===== src/rtl/fir_pkg.sv =====
// Shared types and helpers for the N-tap FIR filter engine.
//   state_t    : controller states
//   acc_width  : full-precision accumulator width for a given configuration
//   saturate   : clip a wide signed value to a DATA_W-bit signed range
//   magnitude  : absolute value inside a DATA_W-bit signed range
package fir_pkg;

    typedef enum logic [2:0] {IDLE, LOAD, SHIFT, MAC, DONE} state_t;

    function automatic int unsigned acc_width(input int unsigned data_w,
                                              input int unsigned coef_w,
                                              input int unsigned num_taps);
        return data_w + coef_w + $clog2(num_taps);
    endfunction

    function automatic logic signed [63:0] sat_max(input int unsigned w);
        return (64'sd1 <<< (w - 1)) - 64'sd1;
    endfunction

    function automatic logic signed [63:0] sat_min(input int unsigned w);
        return -(64'sd1 <<< (w - 1));
    endfunction

    function automatic logic signed [63:0] saturate(input logic signed [63:0] v,
                                                    input int unsigned w);
        if (v > sat_max(w)) return sat_max(w);
        if (v < sat_min(w)) return sat_min(w);
        return v;
    endfunction

    // The most negative value has no positive counterpart; it maps to the maximum.
    function automatic logic signed [63:0] magnitude(input logic signed [63:0] v,
                                                     input int unsigned w);
        if (v == sat_min(w)) return sat_max(w);
        return (v < 0) ? -v : v;
    endfunction

endpackage


===== src/rtl/fir_mac.sv =====
// Single-multiplier MAC and output stage.
//   clk, rst : clock, synchronous active-high reset
//   clear    : zero the accumulator
//   enable   : accumulate sample*coef this cycle
//   sample   : signed sample operand (DATA_W)
//   coef     : signed coefficient operand (COEF_W)
//   result   : shaped output computed from acc + current product (DATA_W)
//   sat      : result was clipped (or the magnitude of the minimum value was taken)
// result/sat are combinational from the running sum so the caller can register
// them on the same edge that absorbs the last product.
module fir_mac
    import fir_pkg::*;
#(
    parameter int unsigned DATA_W    = 16,
    parameter int unsigned COEF_W    = 16,
    parameter int unsigned FRAC_BITS = 15,
    parameter int unsigned ACC_W     = 34,
    parameter int unsigned MAG_OUT   = 1
) (
    input  logic              clk,
    input  logic              rst,
    input  logic              clear,
    input  logic              enable,
    input  logic [DATA_W-1:0] sample,
    input  logic [COEF_W-1:0] coef,
    output logic [DATA_W-1:0] result,
    output logic              sat
);

    localparam int unsigned PROD_W = DATA_W + COEF_W;

    logic signed [PROD_W-1:0] product;
    logic signed [ACC_W-1:0]  acc;
    logic signed [ACC_W-1:0]  acc_sum;
    logic signed [ACC_W-1:0]  acc_shift;
    logic signed [63:0]       wide;
    logic signed [63:0]       clipped;
    logic signed [63:0]       shaped;

    always_comb begin
        product   = PROD_W'(signed'(sample)) * PROD_W'(signed'(coef));
        acc_sum   = acc + ACC_W'(product);
        acc_shift = acc_sum >>> FRAC_BITS;
        wide      = 64'(acc_shift);
        clipped   = saturate(wide, DATA_W);
        shaped    = (MAG_OUT != 0) ? magnitude(clipped, DATA_W) : clipped;
        result    = shaped[DATA_W-1:0];
        sat       = (clipped != wide) ||
                    ((MAG_OUT != 0) && (clipped == sat_min(DATA_W)));
    end

    always_ff @(posedge clk) begin
        if (rst || clear) begin
            acc <= '0;
        end else if (enable) begin
            acc <= acc_sum;
        end
    end

endmodule


===== src/rtl/fir_filter_n.sv =====
// N-tap FIR filter engine, one tap per clock through a shared MAC.
//   clk, rst        : clock, synchronous active-high reset
//   sample_data     : signed sample, taken when data_ready=1 and not busy
//   fir_coefficient : signed coefficient, taken when load_coeff=1 and not busy
//   data_ready      : one-cycle new-sample pulse
//   load_coeff      : one-cycle coefficient-write pulse
//   modwait         : busy, requests are refused
//   fir_out         : last result (magnitude or signed), held
//   out_valid       : one-cycle pulse when fir_out updates
//   coeff_ready     : full coefficient set written since reset
//   block_done      : pulse on every BLOCK_LEN-th result
//   err             : saturation / overrun / dropped sample
module fir_filter_n
    import fir_pkg::*;
#(
    parameter int unsigned NUM_TAPS  = 4,
    parameter int unsigned DATA_W    = 16,
    parameter int unsigned COEF_W    = 16,
    parameter int unsigned FRAC_BITS = 15,
    parameter int unsigned BLOCK_LEN = 1000,
    parameter int unsigned MAG_OUT   = 1
) (
    input  logic              clk,
    input  logic              rst,
    input  logic [DATA_W-1:0] sample_data,
    input  logic [COEF_W-1:0] fir_coefficient,
    input  logic              data_ready,
    input  logic              load_coeff,
    output logic              modwait,
    output logic [DATA_W-1:0] fir_out,
    output logic              out_valid,
    output logic              coeff_ready,
    output logic              block_done,
    output logic              err
);

    localparam int unsigned ACC_W = acc_width(DATA_W, COEF_W, NUM_TAPS);
    localparam int unsigned IDX_W = $clog2(NUM_TAPS);
    localparam int unsigned BLK_W = $clog2(BLOCK_LEN + 1);

    state_t            state;
    logic [DATA_W-1:0] x    [NUM_TAPS];
    logic [COEF_W-1:0] coef [NUM_TAPS];
    logic [DATA_W-1:0] sample_q;
    logic [IDX_W-1:0]  coef_idx;
    logic [IDX_W-1:0]  tap;
    logic [BLK_W-1:0]  block_cnt;
    logic [DATA_W-1:0] mac_result;
    logic              mac_sat;
    logic              last_tap;
    logic              overrun;

    assign last_tap = (tap == IDX_W'(NUM_TAPS - 1));
    assign overrun  = modwait && (data_ready || load_coeff);

    fir_mac #(
        .DATA_W    (DATA_W),
        .COEF_W    (COEF_W),
        .FRAC_BITS (FRAC_BITS),
        .ACC_W     (ACC_W),
        .MAG_OUT   (MAG_OUT)
    ) u_mac (
        .clk    (clk),
        .rst    (rst),
        .clear  (state == SHIFT),
        .enable (state == MAC),
        .sample (x[tap]),
        .coef   (coef[tap]),
        .result (mac_result),
        .sat    (mac_sat)
    );

    always_ff @(posedge clk) begin
        if (rst) begin
            state       <= IDLE;
            modwait     <= 1'b0;
            fir_out     <= '0;
            out_valid   <= 1'b0;
            coeff_ready <= 1'b0;
            block_done  <= 1'b0;
            err         <= 1'b0;
            sample_q    <= '0;
            coef_idx    <= '0;
            tap         <= '0;
            block_cnt   <= '0;
            for (int unsigned k = 0; k < NUM_TAPS; k++) begin
                x[k]    <= '0;
                coef[k] <= '0;
            end
        end else begin
            out_valid  <= 1'b0;
            block_done <= 1'b0;
            case (state)
                IDLE, DONE: begin
                    if (load_coeff) begin
                        state   <= LOAD;
                        modwait <= 1'b1;
                        if (data_ready) err <= 1'b1;
                    end else if (data_ready) begin
                        state    <= SHIFT;
                        modwait  <= 1'b1;
                        sample_q <= sample_data;
                    end else begin
                        state <= IDLE;
                    end
                end
                LOAD: begin
                    coef[coef_idx] <= fir_coefficient;
                    if (coef_idx == IDX_W'(NUM_TAPS - 1)) begin
                        coef_idx    <= '0;
                        coeff_ready <= 1'b1;
                    end else begin
                        coef_idx <= coef_idx + 1'b1;
                    end
                    state   <= IDLE;
                    modwait <= 1'b0;
                end
                SHIFT: begin
                    for (int unsigned k = 1; k < NUM_TAPS; k++) begin
                        x[k] <= x[k-1];
                    end
                    x[0]  <= sample_q;
                    tap   <= '0;
                    err   <= 1'b0;
                    state <= MAC;
                end
                MAC: begin
                    if (last_tap) begin
                        // Result is taken from acc + final product on this edge.
                        tap       <= '0;
                        state     <= DONE;
                        modwait   <= 1'b0;
                        fir_out   <= mac_result;
                        out_valid <= 1'b1;
                        if (mac_sat) err <= 1'b1;
                        if (block_cnt == BLK_W'(BLOCK_LEN - 1)) begin
                            block_cnt  <= '0;
                            block_done <= 1'b1;
                        end else begin
                            block_cnt <= block_cnt + 1'b1;
                        end
                    end else begin
                        tap <= tap + 1'b1;
                    end
                end
                default: state <= IDLE;
            endcase
            // Refused requests flag an error; this overrides the SHIFT clear.
            if (overrun) err <= 1'b1;
        end
    end

endmodule


===== config.mk =====
export PLATFORM = sky130hd
export DESIGN_NAME = fir_filter_n
export DESIGN_NICKNAME = d
export VERILOG_FILES = /design/src/rtl/fir_pkg.sv /design/src/rtl/fir_mac.sv /design/src/rtl/fir_filter_n.sv
export SDC_FILE = /design/constraint.sdc
export NUM_CORES = 1
export LEC_CHECK = 0
export BUFFER_PORTS_ARGS = -buffer_cell sky130_fd_sc_hd__buf_2
export CORE_ASPECT_RATIO = 0.5
export CORE_MARGIN = 1
export CORE_UTILIZATION = 41
export DETAILED_ROUTE_END_ITERATION = 16
export SETUP_SLACK_MARGIN = 0.1
export SKIP_CTS_REPAIR_TIMING = 1
export SYNTH_ARGS = -nofsm -noshare
export SYNTH_HDL_FRONTEND = slang
export SYNTH_SLANG_ARGS = --single-unit

===== constraint.sdc =====
create_clock -name clk -period 17.7 [get_ports clk]
set_clock_uncertainty 0.15 [all_clocks]
set_input_delay 3.54 -clock clk [delete_from_list [all_inputs] [get_ports clk]]
set_output_delay 3.54 -clock clk [all_outputs]
set_load 0.1 [all_outputs]

==> impl_metrics.py, run 1 <==
metrics = {
    "outcome": {
        "outcome": "finished, final reports clean",
    },
    "sta": {
        "fmax_mhz": 96.0,
        "hold_viol": 0,
        "setup_violations": 0,
        "grt_setup_unrepaired": "no",
        "setup_tns_ps": 0,
        "fin_crit_ps": 10420,
        "maxSlewHeadroom_pct": 15.2,
        "fin_crit_sh_pct": 58.9,
        "tightest_slew_ps": 1260,
        "final_max_slew_viol_count": 0,
    },
    "cells_and_area": {
        "multi_input_area_mm2": 0.0137,
        "layout-drive-gt1-share_pct": 8.88,
        "regArea_mm2": 0.00565,
        "areaGrowthSynthToFinish_pct": 8.87,
        "diodes": 0,
        "finalNonFillerCells": 2840,
        "fill_cells": 4813,
        "final_nets": 2579,
        "final_core_util_pct": 45.3,
    },
    "global_routing": {
        "antenna_found_initial": 2,
        "grt_pass1_wl_um": 83300,
        "track_usage_pct": 20.7,
        "grt_overflow_total": 0,
        "grt_pass1_vias": 15000,
        "grt_max_degree": 65,
    },
    "synth": {
        "synth-simple-area-share_pct": 16.2,
        "syn_avg_cell_area_um2": 9.90,
        "muxShareOfSynthArea_pct": 3.57,
        "synth_compound_area_share_pct": 7.92,
        "synth_top_flop_cell": "edfxtp_1",
        "yosys_warnings": 0,
        "syn-num-nets": 2569,
        "netlist-cell-type-count": 77,
        "synth_area_mm2": 0.0210,
        "synth_edf_count": 128,
        "synthArstFlopShare_pct": 0,
        "synth_fa_ha_area_share_pct": 35.4,
        "ys_seq_elements": 218,
        "synth_xor_area_share_pct": 2.00,
        "netlist_instances": 2122,
        "seq_area_frac_synth_pct": 26.9,
        "synth_top_family_by_area": "adder cells",
    },
    "setup_path": {
        "start_kind": "register",
        "required_ps": 17940,
        "rrSetupSlack_ps": 7280,
        "crit_path_end_kind": "register",
        "cp_slowest_cell": "o21ai_1",
        "crit_top_cell": "fa_1",
        "timing.rr.end": "fir_out[11]",
        "path_class": "reg2reg",
        "reg2regPathDepth": 27,
        "cp_max_fo": 51,
        "cp_slowest_stage_delay_ps": 970,
        "cp.arrival_ps": 10660,
    },
    "detailed_routing": {
        "drt-initial-drc-count": 1111,
        "drt-total-wl_um": 51500,
        "drc_errors": 0,
        "num_vias": 14600,
        "viasPerCell": 5.15,
        "ant_nets": 0,
        "first_pass_iters": 5,
        "detail_route.wl_per_cell_um": 18.1,
    },
    "min_path": {
        "hp-class": "reg2reg",
        "hold_end": "sample_q[14]",
        "hold-path-cell-count": 2,
        "min_from": "sample_q[14]",
    },
    "place": {
        "placed_cells": 2795,
        "globalplace.congestion": 0.920,
        "dpl.hpwl_um": 40100,
        "portBuffers": 56,
    },
    "clock_network": {
        "numCtsBuffers": 24,
        "clockRootBuffer": "clkbuf_16",
        "cts.reportedPaths.clkPinSlew_ps": 60,
        "clockBufferDepth": 3,
        "cts_sinks": 218,
        "clock_latency_ps": 570,
        "h-tree-depth": 1,
        "cts_tree": "yes",
    },
    "floorplanning": {
        "dieArea_mm2": 0.0522,
        "io_pins": 57,
        "die_w_um": 322,
        "placeableCoreArea_mm2": 0.0504,
        "die_h_um": 162,
        "num_rows": 58,
        "start_util_pct": 41.6,
    },
    "job": {
        "maxCapViolations": 0,
    },
}
==> per-layer routing <==
layer	global-route usage, %	wire, um	share of wire [%]	vias up
li1	-	-	-	6777
met1	29.6	23900	46	7370
met2	32.3	22700	44	425
met3	4.60	3990	7.7	62
met4	3.83	945	1.8	0
met5	0	0	0	-
==> placed cells by master (no fill, tap or decap), types with 24 or more instances in the layout <==
cell type / count
a21oi_1: 75
and2_1: 159
buf_2: 55
buf_4: 25
clkbuf_16: 25
dfxtp_1: 88
edfxtp_1: 128
fa_1: 305
ha_1: 106
inv_1: 352
nand2_1: 213
nand2b_1: 28
nor2_1: 176
nor2b_1: 24
o21ai_0: 37
xnor2_1: 29
==> through the flow <==
step | setup slack [ps] | hold WS, ps | cell area [um2]
detailed placement | 7260 | 293 | 22000
global placement | 7540 | 290 | 22000
floorplan | 8610 | 282 | 21000
global route | 6700 | 321 | 22900
finish | 7280 | 299 | 22900
CTS | 7250 | 302 | 22900
==> cell usage after synthesis, drive strengths merged (21+ instances only) <==
library cell	n	area [um2]
edfxtp	128	3840
a22oi	22	165
nand2b	28	175
nand2	213	800
nor2b	24	150
ha	106	1330
and2	159	995
mux2i	22	220
clkbuf	81	304
fa	305	6110
o21ai	54	270
a211oi	21	208
xnor2	29	254
mux2	21	236
a21oi	75	375
nor2	177	667
dfxtp	90	1800
inv	352	1320
==> worst max-delay path by stage <==
stage                     startpoint           to  slack [ps]  depth (start not counted)
final                       register  fir_out[11]        7280                         27
after floorplan             register  fir_out[15]        8610                         29
after CTS                   register  fir_out[11]        7250                         27
after global routing        register  fir_out[11]        6700                         27
after detailed placement    register  fir_out[14]        7260                         27
after global placement      register  fir_out[11]        7540                         25
==> layout make-up <==
type,count,area share (%)
tap,690,3.77
clock buffer,30,2.95
sequential,218,24.7
timing repair buffer,80,2.02
inverter,352,5.78
clock inverter,14,0.875
multi-input combinational,1456,59.9
==> critical path: cells and delay by family, from the launching register on <==
kind	cells	cell delay, ps
flops	1	310
xor+xnor	1	600
simple gates	6	1730
mux	1	430
buf+inv	5	790
fa+ha+maj	8	4020
compound gates	6	2160
==> cell families (layout without fill, tap and decap cells) <==
logic type / count (synthesis) / after routing
simple gates: 692 / 692
buf+inv: 448 / 476
fa+ha+maj: 411 / 411
compound gates: 249 / 249
flops: 218 / 218
mux: 56 / 56
xor+xnor: 48 / 48
==> flip-flops by register name (all words and copies together), names as in the netlist, 2 cells and up, named ones only <==
name       count
coef_idx       2
tap            2
state          3
x             64
sample_q      16
block_cnt     10
u_mac.acc     34
coef          64
fir_out       16
Power of run 1 is not shown: default switching activity piles up to over one toggle a cycle in this logic, so the estimate is an artifact.
==> run 2: changes to the inputs <==
- ABC_AREA: unset -> 1
- clock period: 17.7 -> 8.45 ns (I/O delays scaled with it)
==> impl_metrics.py, run 2 <==
metrics = {
    "sta": {
        "maxSlewHeadroom_pct": 33.0,
        "fmax_mhz": 125,
        "setup_tns_ps": 0,
        "whs_ps": 304,
        "setup_violations": 0,
        "hold_viol": 0,
        "grt_setup_unrepaired": "no",
        "fin_crit_sh_pct": 94.9,
        "final_max_slew_viol_count": 0,
        "fin_crit_ps": 8020,
        "tightest_slew_ps": 1000,
    },
    "detailed_routing": {
        "detail_route.wl_per_cell_um": 17.5,
        "ant_nets": 0,
        "num_vias": 17700,
        "drt-initial-drc-count": 1378,
        "first_pass_iters": 5,
        "drt-total-wl_um": 62900,
        "viasPerCell": 4.91,
        "drc_errors": 0,
    },
    "synth": {
        "yosys_warnings": 0,
        "netlist-cell-type-count": 54,
        "synth_area_leader_cell": "fa_1",
        "muxShareOfSynthArea_pct": 0,
        "seq_area_frac_synth_pct": 25.8,
        "yosys-top-cells-count": "inv_1 (643), nand2_1 (549), nor2_1 (372)",
        "synth_top_area_share_pct": 28.0,
        "synth_edf_count": 128,
        "synth_top_flop_cell": "edfxtp_1",
        "synth_compound_area_share_pct": 5.92,
        "yosysMostFrequentCell": "inv_1",
        "netlist_instances": 2678,
        "synth_top_family_by_area": "adder cells",
        "syn_avg_cell_area_um2": 8.16,
        "ys_top_cells_by_area": "fa_1 (28%), edfxtp_1 (18%), inv_1 (11%), nand2_1 (9.4%), dfxtp_1 (8.2%)",
        "synthArstFlopShare_pct": 0,
        "synth-simple-area-share_pct": 20.5,
        "synth_area_mm2": 0.0218,
        "synth_xor_area_share_pct": 0.842,
        "syn-num-nets": 3125,
        "ys_seq_elements": 218,
        "synth_fa_ha_area_share_pct": 34.0,
    },
    "floorplanning": {
        "die_w_um": 328,
        "placeableCoreArea_mm2": 0.0523,
        "dieArea_mm2": 0.0543,
        "num_rows": 59,
        "die_h_um": 165,
        "io_pins": 57,
        "start_util_pct": 41.8,
    },
    "setup_path": {
        "crit_path_end_kind": "register",
        "cp_slowest_cell": "fa_1",
        "start_kind": "register",
        "crit_top_cell": "fa_1",
        "cp_max_fo": 15,
        "timing.rr.end": "fir_out[10]",
        "setup.worst_path.end": "fir_out[10]",
        "reg2regPathDepth": 39,
        "required_ps": 8740,
        "cp_slowest_stage_delay_ps": 580,
        "rrSetupSlack_ps": 430,
        "path_class": "reg2reg",
        "cp.arrival_ps": 8310,
    },
    "outcome": {
        "outcome": "finished, final reports clean",
    },
    "clock_network": {
        "h-tree-depth": 1,
        "clockBufferDepth": 3,
        "clock_latency_ps": 570,
        "numCtsBuffers": 24,
        "cts.reportedPaths.clkPinSlew_ps": 70,
        "cts_tree": "yes",
        "clockRootBuffer": "clkbuf_16",
        "cts_sinks": 218,
    },
    "global_routing": {
        "grt_pass1_vias": 17200,
        "use_met1_pct": 34.4,
        "gr-max-usage-layer": "met2",
        "gr-usage-met3_pct": 5.70,
        "grt_overflow_total": 0,
        "grt_pass1_wl_um": 96900,
        "track_usage_pct": 23.2,
        "grt_max_degree": 65,
        "antenna_found_initial": 0,
        "grt_util_met2_pct": 34.7,
    },
    "cells_and_area": {
        "fill_cells": 4960,
        "layout-drive-gt1-share_pct": 17.7,
        "areaGrowthSynthToFinish_pct": 19.9,
        "final_nets": 3332,
        "reg_top3": "coef x64, x x64, u_mac.acc x34",
        "diodes": 0,
        "layout_common_cells": "inv_1 (622), nand2_1 (522), nor2_1 (339)",
        "finalNonFillerCells": 3604,
        "layout_commonest_cell": "inv_1",
    },
    "place": {
        "placed_cells": 3478,
        "dpl.hpwl_um": 48900,
        "globalplace.congestion": 0.924,
        "portBuffers": 56,
    },
    "min_path": {
        "hp-class": "reg2reg",
    },
    "job": {
        "maxCapViolations": 0,
    },
}
run 2: cell types whose count changed after synthesis, moves of 28 or more:
| cell | previous run | this run |
|---|---|---|
| nand2_1 | 213 | 549 |
| and2_1 | 159 | 6 |
| a32oi_1 | 1 | 30 |
| nand2b_1 | 28 | 0 |
| nor2_1 | 176 | 372 |
| inv_1 | 352 | 643 |
| nand3_1 | 14 | 69 |
run 2: how the worst min path moves through the flow:
| stage | cells past startpoint | to | startpoint | slack [ps] |
|---|---|---|---|---|
| after floorplan | 2 | sample_q[14] | sample_q[14] | 280 |
| after global placement | 2 | sample_q[14] | sample_q[14] | 290 |
| after detailed placement | 2 | sample_q[2] | sample_q[2] | 300 |
| after CTS | 2 | sample_q[2] | sample_q[2] | 310 |
| after global routing | 2 | sample_q[15] | sample_q[15] | 330 |
| final | 2 | sample_q[2] | sample_q[2] | 300 |
run 2: final cells by class:
| class | count | area (um2) | share of cell area, % |
|---|---|---|---|
| Multi-Input combinational cell | 1725 | 14200 | 54.2 |
| Sequential cell | 218 | 5650 | 21.6 |
| Inverter | 661 | 2560 | 9.76 |
| Timing Repair Buffer | 252 | 2010 | 7.68 |
| Tap cell | 701 | 877 | 3.35 |
| Clock buffer | 31 | 647 | 2.47 |
| Clock inverter | 13 | 225 | 0.860 |
| Timing Repair inverter | 3 | 31.3 | 0.119 |
run 2: cells by family (layout without fill, tap and decap cells):
group / count (synthesis) / after routing
compound gates: 213 / 213
fa+ha+maj: 411 / 411
buf+inv: 735 / 960
xor+xnor: 21 / 21
simple gates: 1080 / 1080
flops: 218 / 218
run 2: routing by layer:
| layer | vias to the layer above | part of all wire [%] |
|---|---|---|
| li1 | 8460 | - |
| met1 | 8606 | 48 |
| met2 | 549 | 41 |
| met3 | 73 | 9.2 |
| met4 | 0 | 1.6 |
| met5 | - | 0 |
run 2: critical path: cells and delay by family, from the launching register on:
kind	cells	cell delay (ps)
AO/OA/AOI/OAI	4	500
AND/OR/NAND/NOR	15	1500
adder cells (fa/ha/maj)	8	3710
buffers and inverters	12	1610
flip-flops	1	380
run 2: through the flow:
stage / cell area, um2 / worst slack [ps] / utilization (%)
floorplan: 21900 / 106 / -
global placement: 23700 / -55.4 / 45.3
detailed placement: 23700 / -93.7 / 45.3
CTS: 24600 / -141 / 47.0
global route: 26200 / 34.3 / 50.1
finish: 26200 / 431 / 50.1
Power of run 2 is left out for the same reason.
==> run 3: changes to the inputs <==
- PLACE_DENSITY: unset -> 0.55
==> impl_metrics.py, run 3 (same netlist as run 2, synthesis figures left out) <==
metrics = {
    "setup_path": {
        "crit_path_end_kind": "register",
        "cp_slowest_cell": "fa_2",
        "crit_top_cell": "inv_1",
        "start_kind": "register",
        "cp.arrival_ps": 8450,
        "cp_max_fo": 6,
        "path_class": "reg2reg",
        "cp_slowest_stage_delay_ps": 670,
        "required_ps": 8760,
    },
    "floorplanning": {
        "dieArea_mm2": 0.0543,
        "io_pins": 57,
        "placeableCoreArea_mm2": 0.0523,
        "num_rows": 59,
        "die_w_um": 328,
        "start_util_pct": 41.8,
        "die_h_um": 165,
    },
    "sta": {
        "tightest_slew_ps": 1130,
        "maxSlewHeadroom_pct": 25.0,
        "fin_crit_ps": 8140,
        "fin_crit_sh_pct": 96.3,
        "grt_setup_unrepaired": "no",
        "final_max_slew_viol_count": 0,
        "hold_viol": 0,
        "fmax_mhz": 123,
        "setup_violations": 0,
    },
    "cells_and_area": {
        "layout_common_cells": "inv_1 (615), nand2_1 (515), nor2_1 (329)",
        "layout-drive-gt1-share_pct": 21.1,
        "layout_commonest_cell": "inv_1",
        "reg_top3": "coef x64, x x64, u_mac.acc x34",
        "areaGrowthSynthToFinish_pct": 23.1,
        "final_nets": 3401,
        "fin_area_mm2": 0.0269,
    },
    "clock_network": {
        "cts.reportedPaths.clkPinSlew_ps": 70,
        "clockBufferDepth": 3,
        "clock_latency_ps": 590,
        "cts_sinks": 218,
        "cts_tree": "yes",
        "h-tree-depth": 1,
        "clockRootBuffer": "clkbuf_16",
        "numCtsBuffers": 24,
    },
    "detailed_routing": {
        "first_pass_iters": 5,
        "detail_route.wl_per_cell_um": 17.8,
        "drt-total-wl_um": 65500,
        "drc_errors": 0,
        "viasPerCell": 4.87,
        "num_vias": 17900,
        "drt-initial-drc-count": 1157,
        "ant_nets": 0,
    },
    "job": {
        "maxCapViolations": 0,
    },
    "global_routing": {
        "grt_overflow_total": 0,
        "antenna_found_initial": 2,
        "grt_pass1_vias": 17000,
        "track_usage_pct": 23.6,
        "grt_pass1_wl_um": 97300,
        "grt_max_degree": 80,
    },
    "place": {
        "globalplace.congestion": 0.926,
        "dpl-instance-area_mm2": 0.0242,
        "dpl.hpwl_um": 50000,
        "portBuffers": 56,
    },
    "outcome": {
        "outcome": "finished, final reports clean",
    },
    "min_path": {
        "hp-class": "reg2reg",
    },
}
run 3: cell count changes in the layout (fill, tap and decap cells not counted), moves of 5 or more:
| cell | change |
|---|---|
| nor2_4 | +7 |
| buf_4 | +59 |
| nand2_4 | +7 |
| a32oi_2 | +5 |
| fa_2 | +7 |
| a32oi_4 | -5 |
| buf_6 | +7 |
| nand2_1 | -7 |
| nand3_1 | -6 |
| inv_2 | +11 |
| inv_1 | -7 |
| fa_1 | -7 |
| nor2_1 | -10 |
run 3: path summary, 6_finish.rpt:
kind	startpoint	end	slack, ps	depth (start not counted)
max	register	fir_out[12]	310	37
min	sample_q[3]	sample_q[3]	300	2
max reg2reg	register	fir_out[12]	310	37
min reg2reg	sample_q[3]	sample_q[3]	300	2
run 3: critical path, delay by kind of cell, from the launching register on:
kind            cells  cell delay (ps)
fa+ha+maj           8             4080
buf+inv            12             1300
simple gates       11             1280
compound gates      6              780
flops               1              390
run 3: routing by layer:
| layer | share of wire, % | GRT usage, % | vias to the layer above | wire length [um] |
|---|---|---|---|---|
| met1 | 48 | 35.3 | 8607 | 31500 |
| met2 | 41 | 33.8 | 600 | 26900 |
| met4 | 2.0 | 5.31 | 0 | 1310 |
| met5 | 0 | 0 | - | 0 |
| met3 | 8.9 | 6.34 | 82 | 5860 |
| li1 | - | - | 8591 | - |
run 3: cell type report:
| class | count | area, um2 |
|---|---|---|
| repair buffers | 320 | 2570 |
| flip-flops and latches | 218 | 5650 |
| multi-input cells | 1725 | 14400 |
| clock buffers | 28 | 657 |
| clock inverters | 16 | 164 |
| well taps | 701 | 877 |
| repair inverters | 4 | 32.5 |
| fillers | 5041 | 25400 |
| inverters | 661 | 2550 |
| diodes | 1 | 2.50 |
run 3: metrics by stage:
| step | setup slack (ps) | util, % | instances | TNS [ps] | hold WS, ps |
|---|---|---|---|---|---|
| finish | 311 | 51.4 | 3674 | 0 | 304 |
| global route | 4.98 | 51.4 | 3674 | 0 | 320 |
| CTS | -74.3 | 47.9 | 3592 | -252 | 305 |
| detailed placement | -25.8 | 46.3 | 3548 | -50.2 | 295 |
| global placement | 40.9 | 46.3 | 3548 | 0 | 291 |
| floorplan | 106 | - | 2678 | 0 | 280 |
Power of run 3 is left out for the same reason.
